==> src/rtl/fifo_rr_distributor.sv <==
// fifo_rr_distributor
//  Reads words from a shared input FIFO and deals them round-robin, one word
//  per lane, to NUM_CH parallel filter lanes. One frame = NUM_CH words,
//  delivered to lanes 0..NUM_CH-1 in order.
//
// Ports
//  phy_clk_0   in   clock, rising edge
//  reset       in   asynchronous active-low reset
//  fifo_q      in   FIFO read data, valid RD_LAT cycles after fifo_rdreq
//  fifo_full   in   FIFO full flag
//  fifo_empty  in   FIFO empty flag
//  fifo_rdreq  out  FIFO read request (combinational)
//  ch_ready    in   per-lane ready, sampled only when a word is issued
//  flush       in   synchronous abort of the current frame
//  ch_data     out  broadcast data to all lanes, registered
//  ch_valid    out  one-hot lane write strobe, registered
//  cur_ch      out  next lane to be issued
//  busy        out  high while a frame is in progress
//  frame_done  out  one-cycle pulse once the last word of a frame is delivered
//  frame_cnt   out  completed frame count, wraps
module fifo_rr_distributor #(
  parameter int unsigned DATA_W     = 16,
  parameter int unsigned NUM_CH     = 8,
  parameter int unsigned CH_W       = 3,
  parameter int unsigned RD_LAT     = 1,
  parameter int unsigned START_MODE = 0
) (
  input  logic              phy_clk_0,
  input  logic              reset,
  input  logic [DATA_W-1:0] fifo_q,
  input  logic              fifo_full,
  input  logic              fifo_empty,
  output logic              fifo_rdreq,
  input  logic [NUM_CH-1:0] ch_ready,
  input  logic              flush,
  output logic [DATA_W-1:0] ch_data,
  output logic [NUM_CH-1:0] ch_valid,
  output logic [CH_W-1:0]   cur_ch,
  output logic              busy,
  output logic              frame_done,
  output logic [15:0]       frame_cnt
);

  localparam logic [CH_W-1:0] LAST_CH = CH_W'(NUM_CH - 1);

  typedef enum logic [1:0] {
    IDLE  = 2'd0,
    ISSUE = 2'd1,
    DRAIN = 2'd2
  } state_t;

  state_t            state;
  logic [RD_LAT-1:0] pipe_v;
  logic [CH_W-1:0]   pipe_ch [RD_LAT];

  logic start_c;
  logic ready_sel_c;
  logic issue_c;
  logic pipe_empty_c;

  // Frame start condition selected by mode
  assign start_c = (START_MODE == 0) ? fifo_full : ~fifo_empty;

  // Ready of the lane currently pointed at; mask form avoids an out-of-range index
  assign ready_sel_c = |(ch_ready & (NUM_CH'(1) << cur_ch));

  // A read is issued only from ISSUE, never on an empty FIFO, and never during flush
  assign issue_c    = (state == ISSUE) & ~fifo_empty & ready_sel_c & ~flush;
  assign fifo_rdreq = issue_c;

  assign pipe_empty_c = ~|pipe_v;

  // Control FSM, read-tracking pipeline and lane delivery
  always_ff @(posedge phy_clk_0 or negedge reset) begin
    if (!reset) begin
      state      <= IDLE;
      busy       <= 1'b0;
      cur_ch     <= '0;
      pipe_v     <= '0;
      for (int i = 0; i < int'(RD_LAT); i++) pipe_ch[i] <= '0;
      ch_valid   <= '0;
      ch_data    <= '0;
      frame_done <= 1'b0;
      frame_cnt  <= '0;
    end else begin
      frame_done <= 1'b0;
      ch_valid   <= '0;

      // Each stage carries {valid, lane} of one outstanding read
      pipe_v[0]  <= issue_c;
      pipe_ch[0] <= cur_ch;
      for (int i = 1; i < int'(RD_LAT); i++) begin
        pipe_v[i]  <= pipe_v[i-1];
        pipe_ch[i] <= pipe_ch[i-1];
      end

      // The oldest stage lines up with fifo_q being valid this cycle
      if (pipe_v[RD_LAT-1] && !flush) begin
        ch_valid <= NUM_CH'(1) << pipe_ch[RD_LAT-1];
        ch_data  <= fifo_q;
      end

      if (flush) begin
        // Abort: discard outstanding reads without strobes, no frame credit
        pipe_v <= '0;
        state  <= IDLE;
        busy   <= 1'b0;
        cur_ch <= '0;
      end else begin
        case (state)
          IDLE: begin
            if (start_c) begin
              state  <= ISSUE;
              busy   <= 1'b1;
              cur_ch <= '0;
            end
          end
          ISSUE: begin
            if (issue_c) begin
              if (cur_ch == LAST_CH) begin
                cur_ch <= '0;
                state  <= DRAIN;
              end else begin
                cur_ch <= cur_ch + CH_W'(1);
              end
            end
          end
          DRAIN: begin
            // Last delivery has already left the pipeline
            if (pipe_empty_c) begin
              frame_done <= 1'b1;
              frame_cnt  <= frame_cnt + 16'd1;
              state      <= IDLE;
              busy       <= 1'b0;
            end
          end
          default: begin
            state <= IDLE;
            busy  <= 1'b0;
          end
        endcase
      end
    end
  end

endmodule

==> config.mk <==
export PLATFORM = sky130hd
export DESIGN_NAME = fifo_rr_distributor
export DESIGN_NICKNAME = d
export VERILOG_FILES = /design/src/rtl/fifo_rr_distributor.sv
export SDC_FILE = /design/constraint.sdc
export NUM_CORES = 1
export LEC_CHECK = 0
export BUFFER_PORTS_ARGS = -buffer_cell sky130_fd_sc_hd__buf_2
export CORE_ASPECT_RATIO = 0.8
export CORE_MARGIN = 2
export CORE_UTILIZATION = 35
export CTS_CLUSTER_SIZE = 14
export DETAILED_ROUTE_END_ITERATION = 12
export SLEW_MARGIN = 10
export SYNTH_ARGS = -nofsm -noshare
export SYNTH_HDL_FRONTEND = slang
export SYNTH_SLANG_ARGS = --single-unit
==> constraint.sdc <==
create_clock -name phy_clk_0 -period 2.6 [get_ports phy_clk_0]
set_input_delay 0.13 -clock phy_clk_0 [delete_from_list [all_inputs] [get_ports phy_clk_0]]
set_output_delay 0.13 -clock phy_clk_0 [all_outputs]
set_load 0.01 [all_outputs]
==> run metrics <==
outcome=finished clean; CP required=2790 ps; Final ANT Viol Nets=0; post_cts resized=0; clk buf depth=2; Slew Viols, Final=0; total grt overflow=0; clock skew=2.88 ps; worst reg2reg path depth=6; worst vdd ir=0.000195 V; max_cap viols=0; Final Hold Viols=0; fin crit period=2180 ps; final hold slack=12.8 ps; CP Data Arrival Time=2370 ps; share of cells above drive strength 1=0.328; unrepaired setup endpoints after global routing=false; slowest CP cell=dfrtp_1; Layout Cells excl Fill=368; Post-synth EDFFs=0; setup violators final=0; Cell Area, Synth=0.00220 mm2; Die W=92.6 um; GR Util All Layers=0.135; vias per cell=4.60; Die ar.=0.00693 mm2; Post-Syn Nets=242; post-synthesis sequential area ratio=0.581; Core Box Area=0.00597 mm2; setup TNS=0 ps; final net count=322; RePlAce Congestion=0.756; placed cells=359; first-pass GRT wire length=7300 um; Vias=1691; vias in the first global route=1564; drt initial violations=65; PwrDens=673 mW/mm2; TritonCTS Buffers=5; clock latency on the worst-skew pair=300 ps; Crit path top cell by count=ha_1; ANT cells=0; Fillers=606; Port Buffers=74; most common cell in the netlist=nand2_1; total wire length=4570 um; post-synth top area share=0.581; Syn Inst Count=206; initial antenna violation count=0; io pins=75; critical path launch point type=flip-flop; CTS tree=built; Crit path buffers/inverters=0; Least-Margin Pin Slew=789 ps; post-synth cell types=32; Sequential Area=0.00128 mm2; predominant post-synthesis flop cell=dfrtp_1; max incr delay on CP=460 ps; H-tree depth=2; worst path cell trace=ha_1 > ha_1 > a22oi_1 > o2111ai_1 > o22ai_1 > mux2_2; leakage=1.49 nW; Max Fclk=0.458 GHz; top cells by count, synth=nand2_1, dfrtp_1, nor2_1, inv_1, xnor2_1; Starting Density=0.368; Rel. slew slack=0.474; top cells by area, synth=dfrtp_1, nand2_1, ha_1, xnor2_1, xor2_1; Syn. warnings=0; Setup Crit Path Kind=reg -> reg; Critical Path Stages=6; Clock Pin Slew Worst Setup and Hold Paths=90 ps; #FFs+latches synth=51; Hold Buf Count CTS=1; crit-path max FO=7; clock root cell=clkbuf_8; TritonRoute pass-1 iters=4; crit-path leading delay family=compound AO/OA/AOI/OAI gates; Hold Path Class=in -> reg; fraction of registers with async set/reset=1.00; DP HPWL=3320 um; Die H=74.9 um; footprint of the multi-input gates=862 um2; DRC viols=0; syn avg cell area=10.7 um2; # rows=25; Synth area leader=dfrtp_1; # clock sinks=51; largest net degree at the start of global routing=52; fin crit share=0.840; post-DR wirelength/cell=12.4 um; Post-CTS Setup Bufs=0; worst hold stages=3; CP Capture Type=flip-flop; Area Overhead vs Synth=25.6%
==> registers in the layout, indices dropped and copies added (netlist names) <==
signal	cells
busy	1
ch_data	16
ch_valid	8
cur_ch	3
frame_cnt	16
frame_done	1
pipe_ch	3
pipe_v	1
state	2
==> power breakdown <==
group / internal, mW / total, mW / switching [mW]
registers: 0.923 / 1.00 / 0.0762
clock network: 0.190 / 0.450 / 0.260
logic: 0.177 / 0.409 / 0.232
total: 1.29 / 1.86 / 0.568
==> metal layers <==
layer / track usage / vias up / share of wire
met4: 0.0498 / 0 / 0.013
met1: 0.177 / 793 / 0.46
li1: - / 837 / -
met2: 0.219 / 56 / 0.46
met3: 0.0380 / 5 / 0.072
met5: 0 / - / 0
==> cells by family (layout without fill, tap and decap cells) <==
group / Yosys count / in the layout / share of synthesized area
xor+xnor: 15 / 15 / 0.0598
buf+inv: 14 / 95 / 0.0273
compound gates: 13 / 13 / 0.0410
fa+ha+maj: 7 / 7 / 0.0398
flops: 51 / 51 / 0.581
simple gates: 101 / 101 / 0.227
mux: 5 / 5 / 0.0245
==> through the flow <==
step / area, um2 / util / worst slack, ps / total power, mW
final: 2760 / 0.462 / 417 / 1.86
after global routing: 2760 / 0.462 / 281 / 1.99
after global placement: 2660 / 0.446 / 525 / 1.42
after CTS: 2760 / 0.462 / 438 / 1.89
after floorplan: 2200 / - / 592 / 1.23
after detailed placement: 2660 / 0.446 / 456 / 1.43
==> placed cells by master, fill, tap and decap left out, types with 5 or more instances in the layout <==
cell / n
buf_2: 74
nor2_1: 13
xor2_1: 6
dfrtp_1: 51
nand2b_1: 6
nor3_1: 7
xnor2_1: 9
inv_1: 10
nand3_1: 6
nand2_1: 56
clkbuf_8: 5
ha_1: 7
==> worst reg2reg max path, stage by stage (launching register included) <==
cell and delay [ps]:
dfrtp_1 460, ha_1 260, ha_1 220, a22oi_1 200, o2111ai_1 190, o22ai_1 360
mux2_2 390
==> final timing paths <==
kind	start	end	slack [ps]
hold / removal	fifo_q[11]	ch_data[11]	10
hold reg to reg	cur_ch[1]	pipe_ch[1]	480
setup reg to reg	cur_ch[0]	cur_ch[0]	420
max in group asynchronous	reset	busy	1710
setup / recovery	cur_ch[0]	cur_ch[0]	420
min in group asynchronous	reset	ch_data[15]	460
==> final cells by class <==
class | instances | area share
sequential | 51 | 0.462
multi-input combinational | 141 | 0.312
timing repair buffer | 77 | 0.143
tap | 81 | 0.0367
clock buffer | 5 | 0.0249
inverter | 10 | 0.0136
clock inverter | 3 | 0.00680
Power figures use the tool's default switching activity.
